$ cat config.mk
export PLATFORM = sky130hd
export DESIGN_NAME = rv32_memory_stage_pl
export DESIGN_NICKNAME = d
export VERILOG_FILES = /design/src/rtl/rv32_memory_stage_pl.sv
export SDC_FILE = /design/constraint.sdc
export NUM_CORES = 1
export LEC_CHECK = 0
export CORE_AREA = 2 2 193 195
export DETAILED_ROUTE_END_ITERATION = 10
export DIE_AREA = 0 0 195 197
export DONT_BUFFER_PORTS = 1
export SKIP_CTS_REPAIR_TIMING = 1
export SLEW_MARGIN = 5
export SYNTH_ARGS = -nofsm -noshare
export SYNTH_HDL_FRONTEND = slang
export SYNTH_SLANG_ARGS = --single-unit
export TNS_END_PERCENT = 20
$ cat constraint.sdc
create_clock -name clk_i -period 4.41 [get_ports clk_i]
set_input_delay 0.441 -clock clk_i [delete_from_list [all_inputs] [get_ports clk_i]]
set_output_delay 0.441 -clock clk_i [all_outputs]
set_load 0.01 [all_outputs]
$ cat src/rtl/rv32_memory_stage_pl.sv
// rtl/rv32_memory_stage_pl.sv - RV32 memory-access stage: store strobes, latency-tracked loads, faults
// Entries advance through READ_LATENCY+1 valid-tagged stages; read data is captured entering the last one.
module rv32_memory_stage_pl #(
  parameter int READ_LATENCY = 1,
  parameter int NUM_SRC      = 2,
  parameter int FAULT_EN     = 1
) (
  input  logic                    clk_i,
  input  logic                    rst_n_i,
  input  logic                    stall_i,
  input  logic                    flush_i,
  input  logic                    valid_i,
  input  logic                    reg_write_i,
  input  logic                    fp_reg_write_i,
  input  logic                    memory_write_i,
  input  logic                    memory_read_i,
  input  logic [2:0]              result_source_i,
  input  logic [31:0]             alu_result_i,
  input  logic [31:0]             write_data_i,
  input  logic [31:0]             instr_i,
  input  logic [31:0]             pc_next_i,
  input  logic [31:0]             fpu_result_i,
  input  logic [32*NUM_SRC-1:0]   read_data_src_i,
  output logic [31:0]             memory_address_o,
  output logic [3:0]              memory_write_enable_o,
  output logic [31:0]             memory_write_data_o,
  output logic                    memory_read_o,
  output logic                    valid_o,
  output logic                    reg_write_o,
  output logic                    fp_reg_write_o,
  output logic [2:0]              result_source_o,
  output logic [31:0]             alu_result_o,
  output logic [31:0]             read_data_o,
  output logic [31:0]             instr_o,
  output logic [31:0]             pc_next_o,
  output logic [31:0]             fpu_result_o,
  output logic                    fault_o,
  output logic [31:0]             fault_addr_o
);
  localparam int NS = READ_LATENCY + 1;

  typedef struct packed {
    logic        valid;
    logic        reg_write;
    logic        fp_reg_write;
    logic        mem_read;
    logic        fault;
    logic [2:0]  result_source;
    logic [2:0]  src;
    logic [31:0] alu;
    logic [31:0] instr;
    logic [31:0] pc_next;
  } stage_t;

  stage_t      stage_q [NS];
  stage_t      entry_d;
  stage_t      last;
  logic [2:0]  funct3;
  logic [1:0]  addr_lo;
  logic [2:0]  src_idx;
  logic        misaligned;
  logic        unmapped;
  logic        fault_now;
  logic        issue;
  logic [3:0]  strobe;
  logic [31:0] cap_word;
  logic [31:0] rdata_q;
  logic [31:0] fpu_q;
  logic [7:0]  ld_byte;
  logic [15:0] ld_half;

  assign funct3   = instr_i[14:12];
  assign addr_lo  = alu_result_i[1:0];
  assign src_idx  = alu_result_i[31:29];
  assign unmapped = {1'b0, src_idx} >= 4'(NUM_SRC);

  always_comb begin
    misaligned = 1'b0;
    strobe     = 4'b1111;
    memory_write_data_o = write_data_i;
    case (funct3[1:0])
      2'b00: begin
        strobe = 4'b0001 << addr_lo;
        memory_write_data_o = {4{write_data_i[7:0]}};
      end
      2'b01: begin
        misaligned = addr_lo[0];
        strobe = addr_lo[1] ? 4'b1100 : 4'b0011;
        memory_write_data_o = {2{write_data_i[15:0]}};
      end
      2'b10:   misaligned = (addr_lo != 2'b00);
      default: misaligned = 1'b0;
    endcase
  end

  assign fault_now = (FAULT_EN != 0) && (memory_read_i || memory_write_i) && (misaligned || unmapped);
  assign issue     = valid_i && !stall_i && !flush_i && !fault_now;

  assign memory_address_o      = alu_result_i;
  assign memory_write_enable_o = (issue && memory_write_i) ? strobe : 4'b0000;
  assign memory_read_o         = issue && memory_read_i;

  always_comb begin
    entry_d               = '0;
    entry_d.valid         = valid_i;
    entry_d.reg_write     = reg_write_i;
    entry_d.fp_reg_write  = fp_reg_write_i;
    entry_d.mem_read      = memory_read_i;
    entry_d.fault         = valid_i && fault_now;
    entry_d.result_source = result_source_i;
    entry_d.src           = src_idx;
    entry_d.alu           = alu_result_i;
    entry_d.instr         = instr_i;
    entry_d.pc_next       = pc_next_i;
  end

  // Data for the entry in stage L is on the bus now; unmapped sources read as zero.
  always_comb begin
    cap_word = '0;
    for (int s = 0; s < NUM_SRC; s++) begin
      if (stage_q[NS-2].src == 3'(s)) cap_word = read_data_src_i[32*s +: 32];
    end
  end

  always_ff @(posedge clk_i or negedge rst_n_i) begin
    if (!rst_n_i) begin
      for (int i = 0; i < NS; i++) stage_q[i] <= '0;
      rdata_q <= '0;
      fpu_q   <= '0;
    end else if (flush_i) begin
      for (int i = 0; i < NS; i++) stage_q[i].valid <= 1'b0;
    end else if (!stall_i) begin
      stage_q[0] <= entry_d;
      for (int i = 1; i < NS; i++) stage_q[i] <= stage_q[i-1];
      rdata_q <= cap_word;
      fpu_q   <= fpu_result_i;
    end
  end

  assign last = stage_q[NS-1];

  always_comb begin
    case (last.alu[1:0])
      2'd0:    ld_byte = rdata_q[7:0];
      2'd1:    ld_byte = rdata_q[15:8];
      2'd2:    ld_byte = rdata_q[23:16];
      default: ld_byte = rdata_q[31:24];
    endcase
    ld_half = last.alu[1] ? rdata_q[31:16] : rdata_q[15:0];
    read_data_o = rdata_q;
    if (last.mem_read) begin
      case (last.instr[14:12])
        3'b000:  read_data_o = {{24{ld_byte[7]}}, ld_byte};
        3'b100:  read_data_o = {24'd0, ld_byte};
        3'b001:  read_data_o = {{16{ld_half[15]}}, ld_half};
        3'b101:  read_data_o = {16'd0, ld_half};
        default: read_data_o = rdata_q;
      endcase
    end
  end

  assign valid_o         = last.valid;
  assign fault_o         = last.valid && last.fault;
  assign fault_addr_o    = fault_o ? last.alu : 32'd0;
  assign reg_write_o     = last.valid && last.reg_write && !last.fault;
  assign fp_reg_write_o  = last.valid && last.fp_reg_write && !last.fault;
  assign result_source_o = last.result_source;
  assign alu_result_o    = last.alu;
  assign instr_o         = last.instr;
  assign pc_next_o       = last.pc_next;
  assign fpu_result_o    = fpu_q;
endmodule

==> run_results.csv, run 1 <==
group,metric,value,unit
outcome,outcome,"complete, but fails checks",
outcome,violated_checks,"hold timing",
finish,layout.nets,1134,
finish,drive_gt1_frac,0.365,
critical_path,critical_path_buf_inv_count,0,
critical_path,reg2reg_depth,3,
run,maxCapViolations,0,
grt,grt_pass1_vias,7359,
synthesis,synthesis.area,0.0131,mm2
synthesis,synthFlopType,"dfrtp_1",
critical_path,arrival,2.71,ns
synthesis,synth.net_count,1279,
cts,clock_tree_from_tritoncts,"yes",
floorplan,area_of_the_die,0.0384,mm2
routing,drtIter0Drc,335,
timing,final-max-slew-violation-count,0,
placed_design,detailed_place_hpwl,22000,um
routing,vias_per_cell,5.35,
synthesis,yosysWarningCount,0,
timing,finalCriticalPeriod,3.15,ns
critical_path,critical_path.startpoint_type,"flip-flop",
routing,routed_wl,32100,um
pwr,power.leakage,5.59,nW
cts,clock_insertion_delay_worst_skew,0.56,ns
grt,initial_antenna_violation_count,5,
routing,ant_nets,0,
finish,area_growth,2.78,%
timing,relative_slew_slack,0.194,
routing,dr.pass1.iters,5,
routing,vias,7421,
pwr,clkPwrFrac,0.338,
routing,routed_wire_length_per_instance,23.1,um
finish,layout.filler_cells,3490,
grt,grt_remaining_overflow,0,
synthesis,synth_cell_types,43,
timing,final.setup_skew,0.00592,ns
timing,rsz0062_at_grt,"no",
timing,portion_of_the_clock_cycle_consumed_by_the_worst_path_in_the_final_layout,0.714,
finish,multi_input_gate_area_in_the_final_layout,0.00483,mm2
pwr,switching_share,0.303,
placed_design,post-place-cells,1308,
cts,cts-buffers-inserted,30,
critical_path,critical_path_required,3.97,ns
critical_path,worstPathMaxFanout,17,
cts,path_clk_slew,0.06,ns
pwr,cell_internal_pwr,4.91,mW
critical_path,cp.depth,3,
pwr,worst_ir_drop_vdd,0.000427,V
pwr,cellPowerDensity,522,mW/mm2
timing,final-hold-violation-count,272,
timing,timing.fmax,0.318,GHz
grt,grt_first_pass_wirelength,46600,um
floorplan,floorplan.core_area,0.0363,mm2
floorplan,chipHeight,197,um
min_path,hold_path_class,"in -> async",
pwr,portion_of_total_power_attributed_to_sequential_cells,0.499,
timing,holdWs,-0.426,ns
placed_design,port-buffer-count,0,
floorplan,core.rowCount,70,
timing,worst_slew_pin_slew,1.21,ns
timing,final.setup.tns,0,ns
critical_path,worst_path_largest_cell_delay,0.81,ns
floorplan,pin_count,504,
pwr,total_switching_power,2.14,mW
critical_path,path_cells,"mux2_2 -> a22oi_4 -> o221ai_1",
critical_path,slowest_stage,"dfrtp_1",
floorplan,initial_util,0.362,
synthesis,synth_edf_count,0,
cts,clock-sinks,272,
finish,area.sequential,0.00681,mm2
synthesis,syn_area_per_cell,12.6,um2
synthesis,synth_seq_cells,272,
routing,drc_errors,0,
pwr,pwr-share-comb,0.164,
critical_path,critPathKind,"reg -> out",
finish,final_cells,1388,
floorplan,chipWidth,195,um
critical_path,cpLargestDelayFamily,"compound AO/OA/AOI/OAI gates",
synthesis,synthArstFlopShare,1.00,
placed_design,gp_congestion,0.888,
cts,ctsHtreeMaxLevel,1,
timing,finalSetupViolCount,0,
critical_path,setup.worst_path.end_class,"output port",
synthesis,sequential_share_of_the_synthesized_area,0.518,
cts,clock_tree.root_cell,"clkbuf_16",
grt,grt_max_degree,273,
synthesis,synthCells,1040,
cts,max-clock-path-buffers,3,
grt,total_routing_resource_utilization_after_global_routing,0.158,
cell usage in the layout (no fill, tap or decap), drive strengths merged:
cell type	n
nor2	46
a22oi	49
a31oi	8
clkbuf	45
nor2b	10
a22o	8
and3b	2
dfrtp	272
o21ai	10
mux2	254
nor3b	4
nand2b	3
nor3	6
and2	1
inv	6
mux2i	2
a21boi	1
nor4	2
dlygate4sd3	23
buf	6
and3	32
mux4	7
nand3	2
o221ai	1
o22a	2
nor4b	1
a21oi	82
ha	3
diode	1
nand2	20
o221a	1
clkinv	10
Yosys cell counts, types with 3 or more instances:
library cell  instances  area (um2)
nand2b_1              3        18.8
a21oi_1              71         355
a31oi_1               8        50.1
nand2_1              20        75.1
nor3_1                5        25.0
nor3b_2               3        37.5
mux2_2              252        2840
nor2_1               44         165
o21ai_0              10        50.1
a22o_1                8        70.1
nor2b_1              10        62.6
a22oi_1              47         353
dfrtp_1             272        6810
a21oi_2              10        87.6
mux4_2                7         158
and3_1               31         194
clkbuf_8              5        68.8
inv_1                 5        18.8
clkbuf_1             11        41.3
ha_1                  3        37.5
buf_4               160        1200
buf_2                26         130
worst paths after layout:
check	endpoint	start	slack [ns]
max in group asynchronous	rdata_q[8]$_DFFE_PN0P_	rst_n_i	4.46
worst max register to register	rdata_q[13]$_DFFE_PN0P_	stage_q[205]$_DFFE_PN0P_	2.29
min in group clk_i	fpu_result_o[8]$_DFFE_PN0P_	fpu_result_i[8]	0.03
worst min register to register	instr_o[12]$_DFFE_PN0P_	stage_q[151]$_DFFE_PN0P_	0.48
worst max-delay path	read_data_o[7]	alu_result_o[0]$_DFFE_PN0P_	1.26
worst min-delay path	stage_q[194]$_DFFE_PN0P_	rst_n_i	-0.43
power groups by stage:
| stage | clock (mW) | combinational [mW] | sequential [mW] |
|---|---|---|---|
| global route | 2.57 | 1.25 | 3.58 |
| detailed placement | 0 | 1.14 | 3.56 |
| global placement | 0 | 1.11 | 3.55 |
| floorplan | 0 | 1.53 | 3.22 |
| CTS | 2.47 | 1.14 | 3.52 |
| finish | 2.38 | 1.15 | 3.51 |
metal layers:
metal  track usage  vias up  part of all wire
met5             0        -            0.0019
met4        0.0633        8             0.036
met3        0.0625       69             0.099
met2         0.264      369              0.49
met1         0.182     3727              0.37
li1              -     3248                 -
kinds of logic (layout without fill, tap and decap cells):
group           Yosys count  in the layout  synth area share
compound gates          162            162            0.0808
other cells               0              1                 0
simple gates            129            129            0.0511
flops                   272            272             0.518
buf+inv                 211             90             0.115
fa+ha+maj                 3              3           0.00286
mux                     263            263             0.232
final cells by class:
class,instances,share of cell area
sequential,272,0.504
multi-input combinational,557,0.358
clock buffer,45,0.0643
tap,468,0.0434
timing repair buffer,29,0.0223
clock inverter,11,0.00603
inverter,5,0.00139
antenna,1,0.000185
metrics by stage:
step	instance area [um2]	util	worst slack, ns	hold slack, ns	power [mW]
floorplan	13100	-	2.31	0.145	4.74
global placement	12300	0.340	1.86	0.151	4.66
detailed placement	12300	0.340	1.84	0.149	4.70
CTS	13300	0.366	1.23	-0.464	7.13
global route	13500	0.372	1.13	-0.459	7.40
finish	13500	0.372	1.26	-0.426	7.05
flip-flops by register name, indices dropped and copies added, names as in the netlist:
signal / cells
valid_o: 1
pc_next_o: 32
rdata_q: 32
fpu_result_o: 32
alu_result_o: 29
result_source_o: 3
stage_q: 104
last: 7
instr_o: 32
Note: power is estimated with default switching activity, not from simulation.
==> inputs of run 2 (changes only) <==
--- a/config.mk
+++ b/config.mk
@@ -5,6 +5,7 @@
 export SDC_FILE = /design/constraint.sdc
 export NUM_CORES = 1
 export LEC_CHECK = 0
+export ABC_AREA = 1
 export CORE_AREA = 2 2 193 195
 export DETAILED_ROUTE_END_ITERATION = 10
 export DIE_AREA = 0 0 195 197
==> constraint.sdc (replaced) <==
create_clock -name clk_i -period 3 [get_ports clk_i]
set_input_delay 0.3 -clock clk_i [delete_from_list [all_inputs] [get_ports clk_i]]
set_output_delay 0.3 -clock clk_i [all_outputs]
set_load 0.01 [all_outputs]
==> run 2 against run 1 <==
  * The run still ends with hold timing left
  * Worst hold slack lost 0.14 ns
  * Clock power grew 61%
  * Power grew 47%
  * First-iteration DRC count grew 87%
  * Worst setup slack lost 0.93 ns
  * Die area is the same
  * Count of clock-buffer cells in the layout shrank 2
  * Via count grew 44%
  * Largest cell class unchanged
==> run_results.csv, run 2 <==
group,metric,value,unit
outcome,outcome,"complete, but fails checks",
outcome,violated_checks,"hold timing",
timing,rsz0062_at_grt,"no",
cts,clock_tree_from_tritoncts,"yes",
run,maxCapViolations,0,
critical_path,worstPathMaxFanout,16,
finish,largest_register_ffs,104,
synthesis,synthMostInstantiatedCell,"nand2_1",
synthesis,yosys-top-cells-area,"dfrtp_1, nand2_1, buf_4",
floorplan,pin_count,504,
cts,clock-sinks,272,
finish,layout.nets,1907,
critical_path,cpLargestDelayFamily,"simple AND/OR/NAND/NOR gates",
critical_path,path_cells,"inv_1 -> nor2_2 -> nand4_1 -> nand2_4 -> nand2_4 -> nand2_1",
cts,ctsHtreeMaxLevel,1,
critical_path,worst-r2r-setup-slack,0.48,ns
critical_path,critical_path.startpoint_type,"flip-flop",
timing,timing.fmax,0.375,GHz
finish,most-common-layout-cells,"nand2_1, dfrtp_1, dlygate4sd3_1",
routing,routed_wl,39600,um
placed_design,gp_congestion,0.889,
floorplan,chipWidth,195,um
timing,final-max-slew-violation-count,0,
synthesis,yosysTopAreaCell,"dfrtp_1",
cts,path_clk_slew,0.06,ns
finish,multi_input_gate_area_in_the_final_layout,0.00435,mm2
routing,drc_errors,0,
critical_path,worst_path_largest_cell_delay,0.47,ns
pwr,cellPowerDensity,664,mW/mm2
pwr,power.leakage,7.59,nW
routing,ant_nets,0,
routing,routed_wire_length_per_instance,18.3,um
critical_path,slowest_stage,"nor2_2",
placed_design,detailed_place_hpwl,26700,um
synthesis,yosysWarningCount,0,
synthesis,synth_edf_count,0,
finish,area_growth,18.5,%
critical_path,r2r_start,"stage_q[205]$_DFFE_PN0P_",
pwr,worst_ir_drop_vdd,0.000461,V
timing,finalCriticalPeriod,2.66,ns
finish,area.sequential,0.00681,mm2
synthesis,synth_seq_cells,272,
critical_path,critPathKind,"reg -> out",
floorplan,core.rowCount,70,
cts,clock_tree.root_cell,"clkbuf_16",
routing,vias,10706,
critical_path,worst_path_most_repeated_cell,"nand2_4",
critical_path,critical_path_buf_inv_count,1,
timing,portion_of_the_clock_cycle_consumed_by_the_worst_path_in_the_final_layout,0.888,
grt,grt_first_pass_wirelength,56700,um
timing,holdWs,-0.562,ns
routing,drtIter0Drc,625,
synthesis,synth.top_cell.area_share,0.518,
floorplan,area_of_the_die,0.0384,mm2
grt,grt_remaining_overflow,0,
synthesis,synthFlopType,"dfrtp_1",
grt,initial_antenna_violation_count,3,
critical_path,worstSetupEndpoint,"read_data_o[18]",
critical_path,reg2reg_to,"rdata_q[9]$_DFFE_PN0P_",
finish,layout.cells.most_common,"nand2_1",
timing,final.setup_skew,0.00598,ns
critical_path,arrival,2.36,ns
synthesis,yosys-top-cells-count,"nand2_1, dfrtp_1, buf_4",
placed_design,port-buffer-count,0,
routing,vias_per_cell,4.96,
critical_path,setup.worst_path.end_class,"output port",
routing,dr.pass1.iters,5,
grt,grt_max_degree,273,
cts,cts-buffers-inserted,31,
synthesis,synthArstFlopShare,1.00,
timing,worst_slew_pin_slew,1.08,ns
timing,final.setup.tns,0,ns
critical_path,timing.critical_path.from,"instr_o[12]$_DFFE_PN0P_",
synthesis,synth.net_count,1879,
synthesis,synth_cell_types,28,
cts,max-clock-path-buffers,3,
min_path,hold_path_class,"in -> async",
finish,drive_gt1_frac,0.0544,
synthesis,synthesis.area,0.0131,mm2
synthesis,syn_area_per_cell,8.01,um2
grt,total_routing_resource_utilization_after_global_routing,0.189,
critical_path,critical_path_required,2.70,ns
floorplan,floorplan.core_area,0.0363,mm2
timing,relative_slew_slack,0.278,
timing,finalSetupViolCount,0,
synthesis,synthCells,1640,
floorplan,initial_util,0.362,
cts,clock_insertion_delay_worst_skew,0.57,ns
synthesis,sequential_share_of_the_synthesized_area,0.518,
finish,layout.filler_cells,3524,
timing,final-hold-violation-count,272,
floorplan,chipHeight,197,um
finish,largest-register,"stage_q",
critical_path,cp.depth,6,
grt,grt_pass1_vias,9592,
critical_path,reg2reg_depth,5,
[run 2: changes by cell type in the layout (fill, tap and decap cells not counted), sizes merged, moves of 9 or more]
cell,before,now
a21oi,82,35
a22oi,49,0
a31oi,8,32
and3,32,1
dlygate4sd3,23,209
inv,6,138
mux2,254,0
nand2,20,581
nand3,2,69
nor2,46,98
nor2b,10,0
o21ai,10,155
o22ai,0,9
[run 2: routing by layer]
layer	vias up	GRT usage	part of all wire
met2	506	0.316	0.49
met4	0	0.0899	0.041
li1	5038	-	-
met1	5069	0.221	0.38
met3	93	0.0584	0.091
met5	-	0	0
[run 2: layout make-up]
class                      instances  share of cell area
sequential                       272               0.438
multi-input combinational       1002               0.279
timing repair buffer             223               0.144
clock buffer                      43              0.0566
tap                              468              0.0376
inverter                         138              0.0336
clock inverter                    13              0.0105
antenna                            1            0.000161
[run 2: kinds of logic (layout without fill, tap and decap cells)]
group	Yosys count	count (layout)	share of synthesized area
simple gates	768	768	0.236
buf+inv	366	417	0.151
other cells	0	1	0
compound gates	231	231	0.0919
flops	272	272	0.518
fa+ha+maj	3	3	0.00286
[run 2: worst min-delay path by stage]
stage                 start  depth (start not counted)  slack (ns)                          end
CTS                 rst_n_i                          0       -0.61     stage_q[153]$_DFFE_PN0P_
global placement    rst_n_i                          0        0.01      rdata_q[19]$_DFFE_PN0P_
finish              rst_n_i                          0       -0.56       rdata_q[4]$_DFFE_PN0P_
floorplan           rst_n_i                          0       0.004  alu_result_o[0]$_DFFE_PN0P_
detailed placement  rst_n_i                          0        0.01       rdata_q[4]$_DFFE_PN0P_
global route        rst_n_i                          0       -0.60       rdata_q[4]$_DFFE_PN0P_
[run 2: worst reg2reg max path, stage by stage (launching register included)]
cell           delay, ns
dfrtp_1             0.43
nor2_4              0.77
buf_4               0.38
nand3_1             0.10
a31oi_1             0.20
dlygate4sd3_1       0.58
[run 2: where the power goes]
| part | internal (mW) | switching [mW] | total [mW] |
|---|---|---|---|
| logic | 0.692 | 1.03 | 1.72 |
| clock network | 2.31 | 1.53 | 3.83 |
| registers | 4.20 | 0.575 | 4.77 |
| total | 7.20 | 3.13 | 10.3 |
[run 2: per-stage QoR]
stage | setup slack [ns] | power, mW | utilization | cell area, um2 | instances
floorplan | 1.40 | 6.12 | - | 13100 | 1640
global placement | 0.814 | 6.18 | 0.342 | 12400 | 1894
detailed placement | 0.784 | 6.24 | 0.342 | 12400 | 1894
CTS | 0.163 | 10.1 | 0.371 | 13500 | 1950
global route | 0.207 | 10.9 | 0.429 | 15600 | 2160
finish | 0.335 | 10.3 | 0.429 | 15600 | 2160
==> inputs of run 3 (changes only) <==
--- a/config.mk
+++ b/config.mk
@@ -10,6 +10,7 @@
 export DETAILED_ROUTE_END_ITERATION = 10
 export DIE_AREA = 0 0 195 197
 export DONT_BUFFER_PORTS = 1
+export REMOVE_ABC_BUFFERS = 1
 export SKIP_CTS_REPAIR_TIMING = 1
 export SLEW_MARGIN = 5
 export SYNTH_ARGS = -nofsm -noshare
==> run 3 against run 2 <==
  * Register-to-register slack better by 0.21 ns
  * Via count down 2.0%
  * Clock power down 4%
  * Critical endpoint unchanged
  * Worst setup slack worse by 0.12 ns
  * Final area down 1.4%
  * Sequential power about the same
  * The run still ends with hold timing left
  * Non-clock buffer count down 16
  * Critical path type unchanged
  * Largest power group unchanged
  * Final cell count down 0.88%
  * Global-route usage down 1.3 points
  * Worst hold slack better by 0.011 ns
  * Critical path depth up 2
  * Count of clock-buffer cells in the layout down 6
==> run_results.csv, run 3 (synthesis results as in run 2) <==
group,metric,value,unit
placed_design,place_ws,0.814,ns
floorplan,floorplan.core_area,0.0363,mm2
placed_design,post-place-cells,1893,
finish,multi_input_gate_area_in_the_final_layout,0.00435,mm2
timing,final.setup_skew,0.0133,ns
critical_path,critPathKind,"reg -> out",
placed_design,detailed_place_hpwl,24000,um
routing,routed_wl,36700,um
floorplan,pin_count,504,
grt,grt_first_pass_wirelength,54000,um
finish,final_cells,2141,
finish,most-common-layout-cells,"nand2_1, dfrtp_1, dlygate4sd3_1",
pwr,total_power,10.1,mW
pwr,power.leakage,7.51,nW
routing,routed_wire_length_per_instance,17.2,um
finish,layout.nets,1889,
timing,finalSetupViolCount,0,
floorplan,area_of_the_die,0.0384,mm2
run,maxCapViolations,0,
grt,global_route.peak_usage_layer,"met2",
outcome,outcome,"complete, but fails checks",
grt,initial_antenna_violation_count,3,
timing,final.setup.tns,0,ns
timing,timing.fmax,0.360,GHz
critical_path,worstPathMaxFanout,17,
grt,grtUsageMet1,0.213,
routing,dr.pass1.iters,4,
grt,grt_remaining_overflow,0,
cts,path_clk_slew,0.06,ns
critical_path,critical_path.startpoint_type,"flip-flop",
min_path,hold_path_class,"in -> async",
cts,clock_insertion_delay_worst_skew,0.55,ns
pwr,cellPowerDensity,660,mW/mm2
finish,final_util,0.423,
routing,drtIter0Drc,543,
grt,total_routing_resource_utilization_after_global_routing,0.175,
outcome,violated_checks,"hold timing",
timing,rsz0062_at_grt,"no",
grt,gr-usage-met3,0.0672,
cts,ctsHtreeMaxLevel,1,
timing,finalCriticalPeriod,2.78,ns
floorplan,chipHeight,197,um
timing,final-hold-violation-count,273,
cts,max-clock-path-buffers,3,
timing,portion_of_the_clock_cycle_consumed_by_the_worst_path_in_the_final_layout,0.927,
critical_path,setup.worst_path.end_class,"output port",
routing,ant_nets,0,
routing,vias,10495,
timing,worst_slew_pin_slew,1.16,ns
timing,final-max-slew-violation-count,0,
floorplan,core.rowCount,70,
cts,clock_tree_from_tritoncts,"yes",
routing,vias_per_cell,4.90,
placed_design,gp_congestion,0.882,
floorplan,initial_util,0.362,
timing,relative_slew_slack,0.227,
placed_design,placement.cell_area,0.0124,mm2
timing,timing.final.ws_setup,0.220,ns
floorplan,chipWidth,195,um
timing,holdWs,-0.552,ns
grt,grtUsageMet2,0.284,
grt,grt_max_degree,273,
cts,clock-sinks,272,
finish,layout.cells.most_common,"nand2_1",
finish,area_growth,16.8,%
cts,cts-buffers-inserted,29,
cts,clock_tree.root_cell,"clkbuf_16",
finish,area.sequential,0.00681,mm2
routing,drc_errors,0,
critical_path,arrival,2.48,ns
finish,fin_area,0.0153,mm2
critical_path,critical_path_required,2.70,ns
finish,largest-register,"stage_q",
placed_design,port-buffer-count,0,
pwr,worst_ir_drop_vdd,0.000445,V
grt,grt_pass1_vias,9565,
finish,layout.filler_cells,3578,
finish,drive_gt1_frac,0.0533,
finish,largest_register_ffs,104,
==> run 3: cell count changes in the layout (fill, tap and decap cells not counted), moves of 2 or more <==
cell           delta
clkbuf_8          -2
clkbuf_16         -2
clkbuf_1          -2
clkinv_2          +3
dlygate4sd3_1    -15
==> run 3: worst max-delay path: stages, from the launching register on <==
cell and delay (ns):
dfrtp_1 0.75, inv_1 0.20, nand2_1 0.16, nand2_1 0.07
nand3_2 0.12, nand3_4 0.16, nand2_4 0.11, nand2_4 0.17
nand2_1 0.19
==> run 3: final timing paths <==
check	slack, ns	end	from	depth (start not counted)
max	0.22	read_data_o[18]	alu_result_o[1]$_DFFE_PN0P_	8
min	-0.55	last[98]$_DFFE_PN0P_	rst_n_i	0
max reg2reg	0.69	rdata_q[19]$_DFFE_PN0P_	stage_q[203]$_DFFE_PN0P_	5
min reg2reg	0.47	stage_q[192]$_DFFE_PN0P_	stage_q[192]$_DFFE_PN0P_	2
max in group asynchronous	2.89	rdata_q[8]$_DFFE_PN0P_	rst_n_i	0
min in group clk_i	-0.01	stage_q[172]$_DFFE_PN0P_	alu_result_i[1]	2
==> run 3: cell type report <==
type	instances	share of cell area
sequential	272	0.444
multi-input combinational	1002	0.284
timing repair buffer	207	0.136
clock buffer	37	0.0519
tap	468	0.0382
inverter	138	0.0341
clock inverter	15	0.0118
antenna	2	0.000326
==> run 3: routing by layer <==
| layer | up-vias | wire length (um) |
|---|---|---|
| met5 | - | 0 |
| met4 | 0 | 1340 |
| met3 | 79 | 3470 |
| met2 | 437 | 17000 |
| met1 | 4984 | 14900 |
| li1 | 4995 | - |
==> run 3: power by group <==
group / total, mW / switching, mW / leakage (nW) / internal (mW)
sequential: 4.74 / 0.548 / 3.38 / 4.20
combinational: 1.69 / 1.02 / 3.64 / 0.667
clock: 3.69 / 1.48 / 0.487 / 2.21
total: 10.1 / 3.05 / 7.51 / 7.07
